**config.mk**
```make
export PLATFORM = sky130hd
export DESIGN_NAME = ins_fetch
export DESIGN_NICKNAME = d
export VERILOG_FILES = /design/src/rtl/ins_fetch_pkg.sv /design/src/rtl/ins_fetch_icache.sv /design/src/rtl/ins_fetch.sv
export SDC_FILE = /design/constraint.sdc
export NUM_CORES = 1
export LEC_CHECK = 0
export BUFFER_PORTS_ARGS = -buffer_cell sky130_fd_sc_hd__buf_4
export CORE_MARGIN = 8
export CORE_UTILIZATION = 56
export CTS_CLUSTER_DIAMETER = 200
export DETAILED_ROUTE_END_ITERATION = 10
export PLACE_DENSITY = 0.85
export REMOVE_ABC_BUFFERS = 1
export SYNTH_ARGS = -nofsm -noshare
export SYNTH_HDL_FRONTEND = slang
export SYNTH_SLANG_ARGS = --single-unit
```
**constraint.sdc**
```tcl
create_clock -name clk_in -period 8.2 [get_ports clk_in]
set_input_delay 0.41 -clock clk_in [delete_from_list [all_inputs] [get_ports clk_in]]
set_output_delay 0.41 -clock clk_in [all_outputs]
set_load 0.03 [all_outputs]
```
**src/rtl/ins_fetch_pkg.sv**
```systemverilog
// Shared types and constants for the instruction fetch unit: FSM encoding,
// fetched-word record and the optional instruction-cache geometry.
package ins_fetch_pkg;

  typedef enum logic [1:0] {
    S_IDLE     = 2'd0,
    S_WAIT_MEM = 2'd1,
    S_HOLD     = 2'd2,
    S_DROP     = 2'd3
  } fetch_state_e;

  typedef struct packed {
    logic [31:0] ins;
    logic [31:0] pc;
  } fetch_word_t;

  localparam logic [31:0] PC_STEP  = 32'd4;
  localparam int          IC_LINES = 16;
  localparam int          IC_IDX_W = 4;
  localparam int          IC_TAG_W = 26;

  function automatic logic [31:0] align_pc(input logic [31:0] a);
    return a & ~32'h3;
  endfunction

endpackage

```
**src/rtl/ins_fetch_icache.sv**
```systemverilog
// Direct-mapped, one-word-per-line instruction cache (index pc[5:2], tag pc[31:6]).
// Only exists when FETCH_ICACHE_EN is defined.
`ifdef FETCH_ICACHE_EN
module fetch_icache
  import ins_fetch_pkg::*;
(
  input  logic        clk_in,
  input  logic        rst_in,
  input  logic [31:2] lk_addr,
  output logic        lk_hit,
  output logic [31:0] lk_data,
  input  logic        fill_we,
  input  logic [31:2] fill_addr,
  input  logic [31:0] fill_data
);

  logic [IC_LINES-1:0]               vld_q, vld_d;
  logic [IC_LINES-1:0][IC_TAG_W-1:0] tag_q, tag_d;
  logic [IC_LINES-1:0][31:0]         data_q, data_d;

  logic [IC_IDX_W-1:0] lk_idx, fill_idx;
  assign lk_idx   = lk_addr[5:2];
  assign fill_idx = fill_addr[5:2];

  assign lk_hit  = vld_q[lk_idx] && (tag_q[lk_idx] == lk_addr[31:6]);
  assign lk_data = data_q[lk_idx];

  always_comb begin
    vld_d  = vld_q;
    tag_d  = tag_q;
    data_d = data_q;
    if (fill_we) begin
      vld_d[fill_idx]  = 1'b1;
      tag_d[fill_idx]  = fill_addr[31:6];
      data_d[fill_idx] = fill_data;
    end
  end

  always_ff @(posedge clk_in or posedge rst_in) begin
    if (rst_in) begin
      vld_q  <= '0;
      tag_q  <= '0;
      data_q <= '0;
    end else begin
      vld_q  <= vld_d;
      tag_q  <= tag_d;
      data_q <= data_d;
    end
  end

endmodule
`endif

```
**src/rtl/ins_fetch.sv**
```systemverilog
// Single-outstanding instruction fetch FSM with flush redirect and global stall.
// Define FETCH_ICACHE_EN to add a small direct-mapped instruction cache.
module ins_fetch
  import ins_fetch_pkg::*;
(
  input  logic        clk_in,
  input  logic        rst_in,
  input  logic        rdy_in,
  output logic        mem_req,
  output logic [31:0] mem_addr,
  input  logic        mem_valid,
  input  logic [31:0] mem_data,
  output logic [31:0] ins,
  output logic [31:0] ins_pc,
  output logic        ins_valid,
  input  logic        ins_ready,
  input  logic        flush,
  input  logic [31:0] flush_pc
);

  fetch_state_e state_q, state_d;
  logic [31:0]  pc_q, pc_d;
  fetch_word_t  out_q, out_d;
  logic         ins_valid_q, ins_valid_d;
  logic         mem_req_q, mem_req_d;
  logic [31:0]  mem_addr_q, mem_addr_d;

`ifdef FETCH_ICACHE_EN
  logic        ic_hit;
  logic [31:0] ic_data;
  logic        fill_we;

  // Fill only with responses that are actually delivered, never dropped ones.
  assign fill_we = rdy_in && (state_q == S_WAIT_MEM) && mem_valid && !flush;

  fetch_icache u_icache (
    .clk_in    (clk_in),
    .rst_in    (rst_in),
    .lk_addr   (pc_q[31:2]),
    .lk_hit    (ic_hit),
    .lk_data   (ic_data),
    .fill_we   (fill_we),
    .fill_addr (mem_addr_q[31:2]),
    .fill_data (mem_data)
  );
`endif

  always_comb begin
    state_d     = state_q;
    pc_d        = pc_q;
    out_d       = out_q;
    ins_valid_d = ins_valid_q;
    mem_req_d   = mem_req_q;
    mem_addr_d  = mem_addr_q;
    if (rdy_in) begin
      unique case (state_q)
        S_IDLE: begin
          if (flush) begin
            pc_d        = align_pc(flush_pc);
            ins_valid_d = 1'b0;
          end else
`ifdef FETCH_ICACHE_EN
          if (ic_hit) begin
            out_d       = '{ins: ic_data, pc: pc_q};
            ins_valid_d = 1'b1;
            pc_d        = pc_q + PC_STEP;
            state_d     = S_HOLD;
          end else
`endif
          begin
            mem_req_d  = 1'b1;
            mem_addr_d = pc_q;
            state_d    = S_WAIT_MEM;
          end
        end
        S_WAIT_MEM: begin
          if (flush) begin
            // A response still in flight must be swallowed in DROP.
            pc_d      = align_pc(flush_pc);
            mem_req_d = 1'b0;
            state_d   = mem_valid ? S_IDLE : S_DROP;
          end else if (mem_valid) begin
            out_d       = '{ins: mem_data, pc: pc_q};
            ins_valid_d = 1'b1;
            pc_d        = pc_q + PC_STEP;
            mem_req_d   = 1'b0;
            state_d     = S_HOLD;
          end
        end
        S_HOLD: begin
          if (flush) begin
            ins_valid_d = 1'b0;
            pc_d        = align_pc(flush_pc);
            state_d     = S_IDLE;
          end else if (ins_valid_q && ins_ready) begin
            ins_valid_d = 1'b0;
            state_d     = S_IDLE;
          end
        end
        S_DROP: begin
          if (flush) pc_d = align_pc(flush_pc);
          // The late response is the one being waited for, even with a new flush.
          if (mem_valid) state_d = S_IDLE;
        end
        default: state_d = S_IDLE;
      endcase
    end
  end

  always_ff @(posedge clk_in or posedge rst_in) begin
    if (rst_in) begin
      state_q     <= S_IDLE;
      pc_q        <= '0;
      out_q       <= '0;
      ins_valid_q <= 1'b0;
      mem_req_q   <= 1'b0;
      mem_addr_q  <= '0;
    end else begin
      state_q     <= state_d;
      pc_q        <= pc_d;
      out_q       <= out_d;
      ins_valid_q <= ins_valid_d;
      mem_req_q   <= mem_req_d;
      mem_addr_q  <= mem_addr_d;
    end
  end

  assign mem_req   = mem_req_q;
  assign mem_addr  = mem_addr_q;
  assign ins       = out_q.ins;
  assign ins_pc    = out_q.pc;
  assign ins_valid = ins_valid_q;

endmodule
```
=== Yosys cells after proc, flatten, opt, wreduce, memory -nomap -nowiden ===
Cells that the tools add are included.

* Bits in registers: 132
* Input bits: 70

* Add/sub/neg operators: 1
* Equality and inequality tests: 11
* Multiplexer cells: 22
* Bitwise operators: 1
* Reductions and logical operators: 11

{| class="wikitable"
|+ Operators with widths
! cell !! count
|-
| 2-to-1 mux 32 bit || 3
|-
| one-hot mux 32 bit (2 select lines) || 1
|-
| adder 32 x 3 -> 32 bit, second input constant || 1
|-
| 2-to-1 mux 2 bit || 7
|-
| != test 2 bit, second input constant || 5
|-
| 2-to-1 mux 1 bit || 8
|-
| one-hot mux 2 bit (4 select lines) || 1
|-
| AND reduction 4 bit || 2
|-
| != test 3 bit, second input constant || 2
|-
| AND reduction 3 bit || 2
|-
| AND reduction 6 bit || 1
|-
| AND reduction 5 bit || 1
|-
| == test 2 bit, second input constant || 2
|-
| one-hot mux 1 bit (3 select lines) || 1
|-
| nonzero test 3 bit || 1
|-
| OR reduction 3 bit || 1
|-
| == test 2 x 1 -> 1 bit, second input constant || 1
|-
| zero test 2 bit || 1
|-
| != test 2 x 1 -> 1 bit, second input constant || 1
|-
| one-hot mux 1 bit (2 select lines) || 1
|-
| nonzero test 2 bit || 1
|-
| logical AND 1 bit || 1
|-
| NOT 1 bit || 1
|}

=== Logic depth before layout (Yosys ltp) ===
Gate-level depths: netlist of the first run.

* Depth in word-level cells: 4
* Mapped depth: 8
* Gate-level depth less buffers: 5

=== Worst setup path after synthesis of the first run ===
No wires, ideal clock.

* Kind: register to register
* Start: reg pc_q[2]
* End: reg pc_q[20]
* Arrival: 1739 ps
* Required time: 8131 ps
* Slack: 6391 ps
* Stages on the path, launching flop included: 6
* Cells stage by stage: dfrtp_1 -> ha_1 -> nand4_2 -> or3_4 -> or4b_1 -> nand3_1

* Word-level cells in the longest chain between the ends: 4

{| class="wikitable"
|+ Ends and longest elaborated chain
! what !! line !! source
|-
| start: declaration || ins_fetch.sv:22 || <nowiki>logic [31:0] pc_q, pc_d;</nowiki>
|-
| start signal: assignment || ins_fetch.sv:120 || <nowiki>pc_q <= pc_d;</nowiki>
|-
| adder 32 x 3 -> 32 bit || ins_fetch.sv:85 || <nowiki>pc_d = pc_q + PC_STEP;</nowiki>
|-
| 2-to-1 mux 32 bit || ins_fetch.sv:82 || <nowiki>end else if (mem_valid) begin</nowiki>
|-
| 2-to-1 mux 32 bit || ins_fetch.sv:77 || <nowiki>if (flush) begin</nowiki>
|-
| one-hot mux 32 bit (2 select lines) || ins_fetch.sv:56 || <nowiki>unique case (state_q)</nowiki>
|}

No other way between the ends. The select of a mux whose other input is x is not followed.
A chain may end at the register's enable or synchronous reset.

=== Final worst setup path of the first run ===
* Start: reg state_q[1]
* End: reg mem_addr_q[23], in the netlist mem_addr[23]

* Word-level cells in the longest chain between the ends: 2

{| class="wikitable"
|+ Ends and longest elaborated chain
! what !! line !! source
|-
| start: declaration || ins_fetch.sv:21 || <nowiki>fetch_state_e state_q, state_d;</nowiki>
|-
| start signal: assignment || ins_fetch.sv:119 || <nowiki>state_q <= state_d;</nowiki>
|-
| zero test 2 bit || ins_fetch.sv:56 ||
|-
| AND reduction 3 bit (no line) || - ||
|-
| end signal: assignment || ins_fetch.sv:124 || <nowiki>mem_addr_q <= mem_addr_d;</nowiki>
|-
| end: declaration || ins_fetch.sv:26 || <nowiki>logic [31:0] mem_addr_q, mem_addr_d;</nowiki>
|}

No other way between the ends.

==> flow_summary.yaml, run 1 <==
sta:
  setup_viol: 0
  post-route-min-period_ns: 2.57
  post-route-period-util_pct: 31.4
  final_max_slew_viol_count: 0
  final_hold_viol_count: 0
  finalClockSkew_ns: 0.00636
  timing.slew.headroom_pct: 16.7
  postLayoutSetupSlackWorst_ns: 5.63
  worst-slew-pin-transition_ns: 1.24
  final.setup.tns_ns: 0
  unrepaired_setup_endpoints_after_global_routing: "no"
  timing.fmax_ghz: 0.389
floorplanning:
  core.rowCount: 37
  die_height_um: 119
  number_of_top_level_pins: 168
  die_x_um: 119
  floorplan.initialDensity_pct: 57.5
  coreArea_um2: 10300
  die-area_um2: 14100
grt:
  grt_antenna_before_repair: 0
  grt_first_pass_wirelength_mm: 27.4
  grtUsageTotal_pct: 23.8
  grt_overflow_total: 0
  vias_in_the_first_global_route: 5256
  largest_net_degree_at_the_start_of_global_routing: 73
setup_path:
  critPathMaxStageDelay_ns: 0.95
  critical_path_buf_inv_count: 1
  critical_path.reg2reg.startpoint: "state_q[1]"
  critPathArrivalTime_ns: 2.97
  timing.reg2reg.worst_path_depth: 4
  setup.worst_path.start_class: "flop"
  reg2reg_to: "mem_addr[23]"
  reg2reg_slack_ns: 5.63
  path_max_fanout: 17
  worst-endpoint-required_ns: 8.60
  crit_type: "flop to flop"
  cpMaxStageDelayCell: "sky130_fd_sc_hd__nor3_2"
  timing.critical_path.cells: "nand2b_1 > nor3_2 > buf_4 > mux2_2"
  timing.critical_path.max_delay_family: "simple AND/OR/NAND/NOR gates"
  worstSetupEndpointType: "flop"
synthesis:
  synth_area_per_inst_um2: 9.33
  yosys_warnings: 0
  synthArstFlopShare_pct: 100
  post-synth-top-area-cell: "sky130_fd_sc_hd__dfrtp_1"
  ys_dominant_reg_cell: "sky130_fd_sc_hd__dfrtp_1"
  post_synth_instance_area_um2: 5900
  synth_top_area_share_pct: 53.4
  netlist_top_cells_area: "sky130_fd_sc_hd__dfrtp_1 (53%), sky130_fd_sc_hd__nand2_1 (13%), sky130_fd_sc_hd__mux2_2 (5.7%)"
  synth-edff-count: 0
  yosys_register_bits: 126
  syn_inst: 633
  synth_top_cells_by_count: "sky130_fd_sc_hd__nand2_1 (201), sky130_fd_sc_hd__dfrtp_1 (126), sky130_fd_sc_hd__mux2_2 (30), sky130_fd_sc_hd__o21ai_0 (29), sky130_fd_sc_hd__buf_2 (22)"
  yosysMostFrequentCell: "sky130_fd_sc_hd__nand2_1"
  synth_sequential_area_ratio_pct: 53.4
  count_of_different_cell_masters_after_synthesis: 54
finish:
  final_cells: 921
  syn2layout_area_growth_pct: 31.9
  antenna-diode-count: 0
  total_non_filler_cell_area_in_the_finished_layout_um2: 7790
  drive_above_1_share_pct: 30.3
  nets: 843
  fillers: 739
clocking:
  tritoncts: "done"
  clk_latency_ns: 0.52
  post_cts.resized_instances: 0
  clock_tree.buffer_depth: 2
  htreeDepth: 4
  tritoncts.num_buffers: 17
  clk_pin_slew_worst_paths_ns: 0.06
  cts_root_buf: "sky130_fd_sc_hd__clkbuf_8"
  cts.sink_count: 126
route:
  iter_0_drt_violations: 456
  detail_route.vias_per_cell: 5.74
  finalWirelength_mm: 16.9
  drc: 0
  routedWlPerCell_um: 18.4
  route.antenna.remaining_nets: 0
  dr.pass1.iters: 5
  dr_total_vias: 5284
power:
  p_leak_nw: 3.78
  power_per_cell_area_nw_per_um2: 419
  fin_total_pwr_w: 0.00326
  worst_ir_drop_on_vdd_uv: 253
worst_hold_path:
  worstHoldPathType: "input port to flop"
  hold_end: "ins[6]"
  hold-path-cell-count: 3
  min_from: "mem_data[6]"
placed_design:
  dpl-instance-area_um2: 7110
  dp_slack_ns: 5.49
  place.port_buffers: 161
  gp_routability_congestion: 0.895
  detailedPlacementHpwl_mm: 11.5
  place_inst: 888
flow_run:
  cap_viol_max_count: 0
run_status:
  run_status: "complete, no violations"
-- worst min-delay path, stage by stage --
cell and delay [ns]:
sky130_fd_sc_hd__buf_4 0.07, sky130_fd_sc_hd__nand2_1 0.04, sky130_fd_sc_hd__nand2_1 0.05
-- power by group --
| part | total (W) | switching, W | internal (W) | leakage (nW) |
|---|---|---|---|---|
| Clock | 0.000846 | 0.000268 | 0.000578 | 0.332 |
| Sequential | 0.00112 | 0.000227 | 0.000891 | 1.52 |
| Combinational | 0.00130 | 0.000811 | 0.000488 | 1.93 |
| Total | 0.00326 | 0.00130 | 0.00196 | 3.78 |
-- per-stage QoR --
| stage | util [%] | hold slack (ns) |
|---|---|---|
| 3_3_place_gp | 69.2 | 0.459 |
| 3_5_place_dp | 69.2 | 0.464 |
| 4_1_cts | 75.8 | 0.0648 |
| 5_1_grt | 75.8 | 0.0686 |
| 6_report | 75.8 | 0.0832 |
| 2_1_floorplan | - | 0.485 |
-- routing by layer --
| metal | up-vias | track usage (%) | part of all wire (%) |
|---|---|---|---|
| met4 | 0 | 7.98 | 1.3 |
| met3 | 25 | 7.47 | 8.4 |
| met1 | 2549 | 30.6 | 43 |
| met2 | 246 | 37.5 | 48 |
| li1 | 2464 | - | - |
| met5 | - | 0 | 0 |
-- placed cells by master, fill, tap and decap left out, drive strengths merged, types with 8 or more instances in the layout --
master	instances
a21oi	19
nand2	201
nor3	12
o21ai	29
mux2	30
clkbuf	21
buf	167
a31oi	8
and4	10
and2	9
inv	9
dfrtp	126
and3	9
nand4	18
nand3	15
nor2	17
-- area by class of cell --
class                   instances  area (µm²)  share of cell area [%]
flip-flops and latches        126        3150                    40.5
multi-input cells             451        2500                    32.1
clock inverters                11         209                    2.68
inverters                       8        35.0                   0.450
repair buffers                168        1260                    16.2
clock buffers                  21         459                    5.90
well taps                     136         170                    2.19
-- kinds of logic after synthesis --
family / Yosys count / synth area share [%]
AOI/OAI and AO/OA: 96 / 10.4
and+or+nand+nor: 320 / 25.5
adders and majority gates: 1 / 0.212
other: 1 / 0.0635
muxes: 30 / 5.72
buffers and inverters: 59 / 4.73
DFF: 126 / 53.4
-- sequential cells by signal, indices dropped and copies added, names as in the netlist --
signal     flops
ins           32
ins_pc        30
mem_addr      30
pc_q          30
state_q        2
ins_valid      1
mem_req        1
-- what timing repair did --
item	4_1_cts	5_1_grt
hold buffers	1	0
hold endpoints to repair	54	0
setup buffers	0	0
-- how the worst max path moves through the flow --
stage / endpoint / start / cells after the start
5_1_grt: mem_addr[5] / state_q[1] / 4
3_5_place_dp: mem_addr[7] / rdy_in / 5
3_3_place_gp: mem_addr[24] / rdy_in / 5
2_1_floorplan: pc_q[24] / state_q[0] / 4
6_report: mem_addr[23] / state_q[1] / 4
4_1_cts: mem_addr[7] / state_q[1] / 4
Power figures use the tool's default switching activity.
==> run 2: changes to the inputs <==
--- a/config.mk
+++ b/config.mk
@@ -5,12 +5,13 @@
 export SDC_FILE = /design/constraint.sdc
 export NUM_CORES = 1
 export LEC_CHECK = 0
+export ABC_AREA = 1
 export BUFFER_PORTS_ARGS = -buffer_cell sky130_fd_sc_hd__buf_4
 export CORE_MARGIN = 8
-export CORE_UTILIZATION = 56
+export CORE_UTILIZATION = 47
 export CTS_CLUSTER_DIAMETER = 200
 export DETAILED_ROUTE_END_ITERATION = 10
-export PLACE_DENSITY = 0.85
+export PLACE_DENSITY = 0.76
 export REMOVE_ABC_BUFFERS = 1
 export SYNTH_ARGS = -nofsm -noshare
 export SYNTH_HDL_FRONTEND = slang
==> constraint.sdc (replaced) <==
create_clock -name clk_in -period 2.3 [get_ports clk_in]
set_input_delay 0.115 -clock clk_in [delete_from_list [all_inputs] [get_ports clk_in]]
set_output_delay 0.115 -clock clk_in [all_outputs]
set_load 0.03 [all_outputs]
==> run 2 against run 1 <==
Effect of this change: routed wire length rose by 0.40%; clock power rose to 2.8 times the previous value; maximum frequency increased by 41%; final area up 4.8%; worst setup slack got worse by 5.1 ns; sequential share of layout area is 1.9 points lower; power grew to 3.6 times the previous value; utilization down 10 points; highest routed layer unchanged.
==> flow_summary.yaml, run 2 <==
run_status:
  run_status: "complete, no violations"
floorplanning:
  die_x_um: 128
  die-area_um2: 16400
  coreArea_um2: 12500
  die_height_um: 128
  floorplan.initialDensity_pct: 47.4
  core.rowCount: 41
  number_of_top_level_pins: 168
setup_path:
  setup.worst_path.start_class: "flop"
  cpMaxStageDelayCell: "sky130_fd_sc_hd__buf_4"
  reg2reg_slack_ns: 0.48
  crit_type: "flop to flop"
  critPathArrivalTime_ns: 2.16
  path_max_fanout: 60
  worstSetupEndpointType: "flop"
  worst-endpoint-required_ns: 2.64
  timing.reg2reg.worst_path_depth: 8
  timing.critical_path.cells: "inv_2 > nor2_2 > nand2_2 > nor3_4 > inv_2 > buf_4 > nand2_1 > nand2_1"
  critical_path.reg2reg.startpoint: "state_q[0]"
  critPathMaxStageDelay_ns: 0.49
  reg2reg_to: "ins[15]"
synthesis:
  post_synth_instance_area_um2: 5910
  synth_compound_gate_area_share_pct: 11.2
  ys_dominant_reg_cell: "sky130_fd_sc_hd__dfrtp_1"
  synth_xor_area_share_pct: 0
  synth_sequential_area_ratio_pct: 53.3
  post-synth-top-area-cell: "sky130_fd_sc_hd__dfrtp_1"
  synth.mux.area_fraction_pct: 0
  yosys_register_bits: 126
  synth_top_area_share_pct: 53.3
  count_of_different_cell_masters_after_synthesis: 27
  adder_cell_share_of_the_synthesized_area_pct: 0.212
  synth_top_cells_by_count: "sky130_fd_sc_hd__nand2_1 (310), sky130_fd_sc_hd__dfrtp_1 (126), sky130_fd_sc_hd__nor2_1 (55), sky130_fd_sc_hd__o21ai_0 (55), sky130_fd_sc_hd__inv_1 (51)"
  yosysMostFrequentCell: "sky130_fd_sc_hd__nand2_1"
  synth-edff-count: 0
  syn_inst: 761
  synth-simple-area-share_pct: 28.5
  synth_area_per_inst_um2: 7.77
  netlist_top_cells_area: "sky130_fd_sc_hd__dfrtp_1 (53%), sky130_fd_sc_hd__nand2_1 (20%), sky130_fd_sc_hd__o21ai_0 (4.7%)"
  synthArstFlopShare_pct: 100
  combinational_family_with_the_most_area_after_synthesis: "simple AND/OR/NAND/NOR gates"
  yosys_warnings: 0
sta:
  post-route-min-period_ns: 1.82
  timing.fmax_ghz: 0.550
  post-route-period-util_pct: 79.1
  worst-slew-pin-transition_ns: 0.615
  postLayoutSetupSlackWorst_ns: 0.481
  final_max_slew_viol_count: 0
  setup_viol: 0
  finalClockSkew_ns: 0.00692
  unrepaired_setup_endpoints_after_global_routing: "no"
  final.hold.worst_slack_ns: 0.0232
  timing.slew.headroom_pct: 59.0
  final_hold_viol_count: 0
finish:
  seqCellArea_um2: 3150
  syn2layout_area_growth_pct: 38.1
  most_common_cell_after_layout_fill_and_taps_aside: "sky130_fd_sc_hd__nand2_1"
  largest_reg_flops: 32
  antenna-diode-count: 0
  layout_common_cells: "sky130_fd_sc_hd__nand2_1 (310), sky130_fd_sc_hd__buf_4 (169), sky130_fd_sc_hd__dfrtp_1 (126)"
  drive_above_1_share_pct: 22.2
  nets: 1026
  multiInputGateArea_um2: 2390
  total_non_filler_cell_area_in_the_finished_layout_um2: 8160
  fillers: 1083
placed_design:
  dp_slack_ns: 0.501
  gp_routability_congestion: 0.860
  dpl-instance-area_um2: 7290
  place.port_buffers: 161
  detailedPlacementHpwl_mm: 11.8
clocking:
  clk_pin_slew_worst_paths_ns: 0.05
  htreeDepth: 4
  tritoncts.num_buffers: 17
  clk_latency_ns: 0.41
  cts.sink_count: 126
  post_cts.repair.setup_buffers: 0
  post_cts.resized_instances: 0
  clock_tree.buffer_depth: 2
  cts_root_buf: "sky130_fd_sc_hd__clkbuf_16"
  tritoncts: "done"
power:
  comb_power_share_pct: 45.3
  switchingPower_w: 0.00507
  p_leak_nw: 4.17
  power.internal_w: 0.00665
  worst_ir_drop_on_vdd_uv: 805
  power_per_cell_area_nw_per_um2: 1440
  share_seq_of_total_power_pct: 34.1
  sw_frac_of_total_pct: 43.3
  share_clk_of_total_power_pct: 20.5
route:
  finalWirelength_mm: 17.0
  dr.pass1.iters: 4
  route.antenna.remaining_nets: 0
  detail_route.vias_per_cell: 4.99
  iter_0_drt_violations: 390
  routedWlPerCell_um: 15.0
  drc: 0
  dr_total_vias: 5666
worst_hold_path:
  hold_end: "pc_q[10]"
  min_from: "flush_pc[10]"
  worstHoldPathType: "input port to flop"
  hold-path-cell-count: 3
flow_run:
  cap_viol_max_count: 0
grt:
  largest_net_degree_at_the_start_of_global_routing: 61
  grtUsageTotal_pct: 21.4
  grt_first_pass_wirelength_mm: 27.8
  grt_antenna_before_repair: 0
  vias_in_the_first_global_route: 5674
  grt_overflow_total: 0
-- run 2: changes by cell type after synthesis, moves of 10 or more --
cell / delta
sky130_fd_sc_hd__nor3_1: -11
sky130_fd_sc_hd__o21ai_0: +26
sky130_fd_sc_hd__o21a_1: +11
sky130_fd_sc_hd__nand4_1: -15
sky130_fd_sc_hd__mux2_2: -30
sky130_fd_sc_hd__nor2_1: +39
sky130_fd_sc_hd__o21ai_1: +32
sky130_fd_sc_hd__nand3_1: +26
sky130_fd_sc_hd__inv_1: +43
sky130_fd_sc_hd__and4_1: -10
sky130_fd_sc_hd__nand2_1: +109
-- run 2: critical path: cells and delay by family, from the launching register on --
kind                   cells  cell delay [ns]
AND/OR/NAND/NOR            5             0.65
buffers and inverters      3             0.65
flip-flops                 1             0.42
-- run 2: through the flow --
stage,total power [W],setup TNS [ns],instances,utilization (%)
final,0.0117,0,1135,65.5
after global routing,0.0125,0,1135,65.5
after CTS,0.0118,0,1135,65.5
after detailed placement,0.00928,0,1073,58.5
after global placement,0.00917,0,1073,58.5
after floorplan,0.00715,-162.56,729,-
-- run 2: timing repair --
action,in CTS,in global routing
hold buffers,35,0
setup endpoints to repair,0,0
hold endpoints to repair,74,0
-- run 2: layout make-up --
cell class,instances,share of cell area [%]
clock buffers,25,5.95
clock inverters,2,0.429
inverters,54,2.51
multi-input cells,549,29.3
flip-flops and latches,126,38.6
well taps,172,2.64
repair buffers,207,20.6
-- run 2: how the worst max path moves through the flow --
stage            endpoint  startpoint
5_1_grt          pc_q[28]     pc_q[3]
2_1_floorplan      ins[0]      rst_in
3_5_place_dp   ins_pc[26]  state_q[0]
4_1_cts        ins_pc[26]  state_q[0]
3_3_place_gp   ins_pc[26]  state_q[0]
6_report          ins[15]  state_q[0]
-- run 2: power by group through the flow --
stage                     Sequential [W]  Clock (W)  Combinational, W
after global placement           0.00397          0           0.00520
after global routing             0.00414    0.00255           0.00580
after floorplan                  0.00547          0           0.00168
after detailed placement         0.00399          0           0.00529
final                            0.00400    0.00241           0.00532
after CTS                        0.00398    0.00245           0.00535
-- run 2: routing by layer --
| metal | routed length (µm) | global-route usage [%] | share of wire [%] |
|---|---|---|---|
| met5 | 0 | 0 | 0 |
| met4 | 583 | 11.9 | 3.4 |
| met3 | 985 | 4.83 | 5.8 |
| met2 | 8410 | 35.3 | 49 |
| met1 | 7030 | 25.5 | 41 |
-- run 2: logic make-up after synthesis --
kind of cell,count (synthesis)
adder cells (fa/ha/maj),1
AND/OR/NAND/NOR,422
flip-flops,126
AO/OA/AOI/OAI,122
other,1
buffers and inverters,89
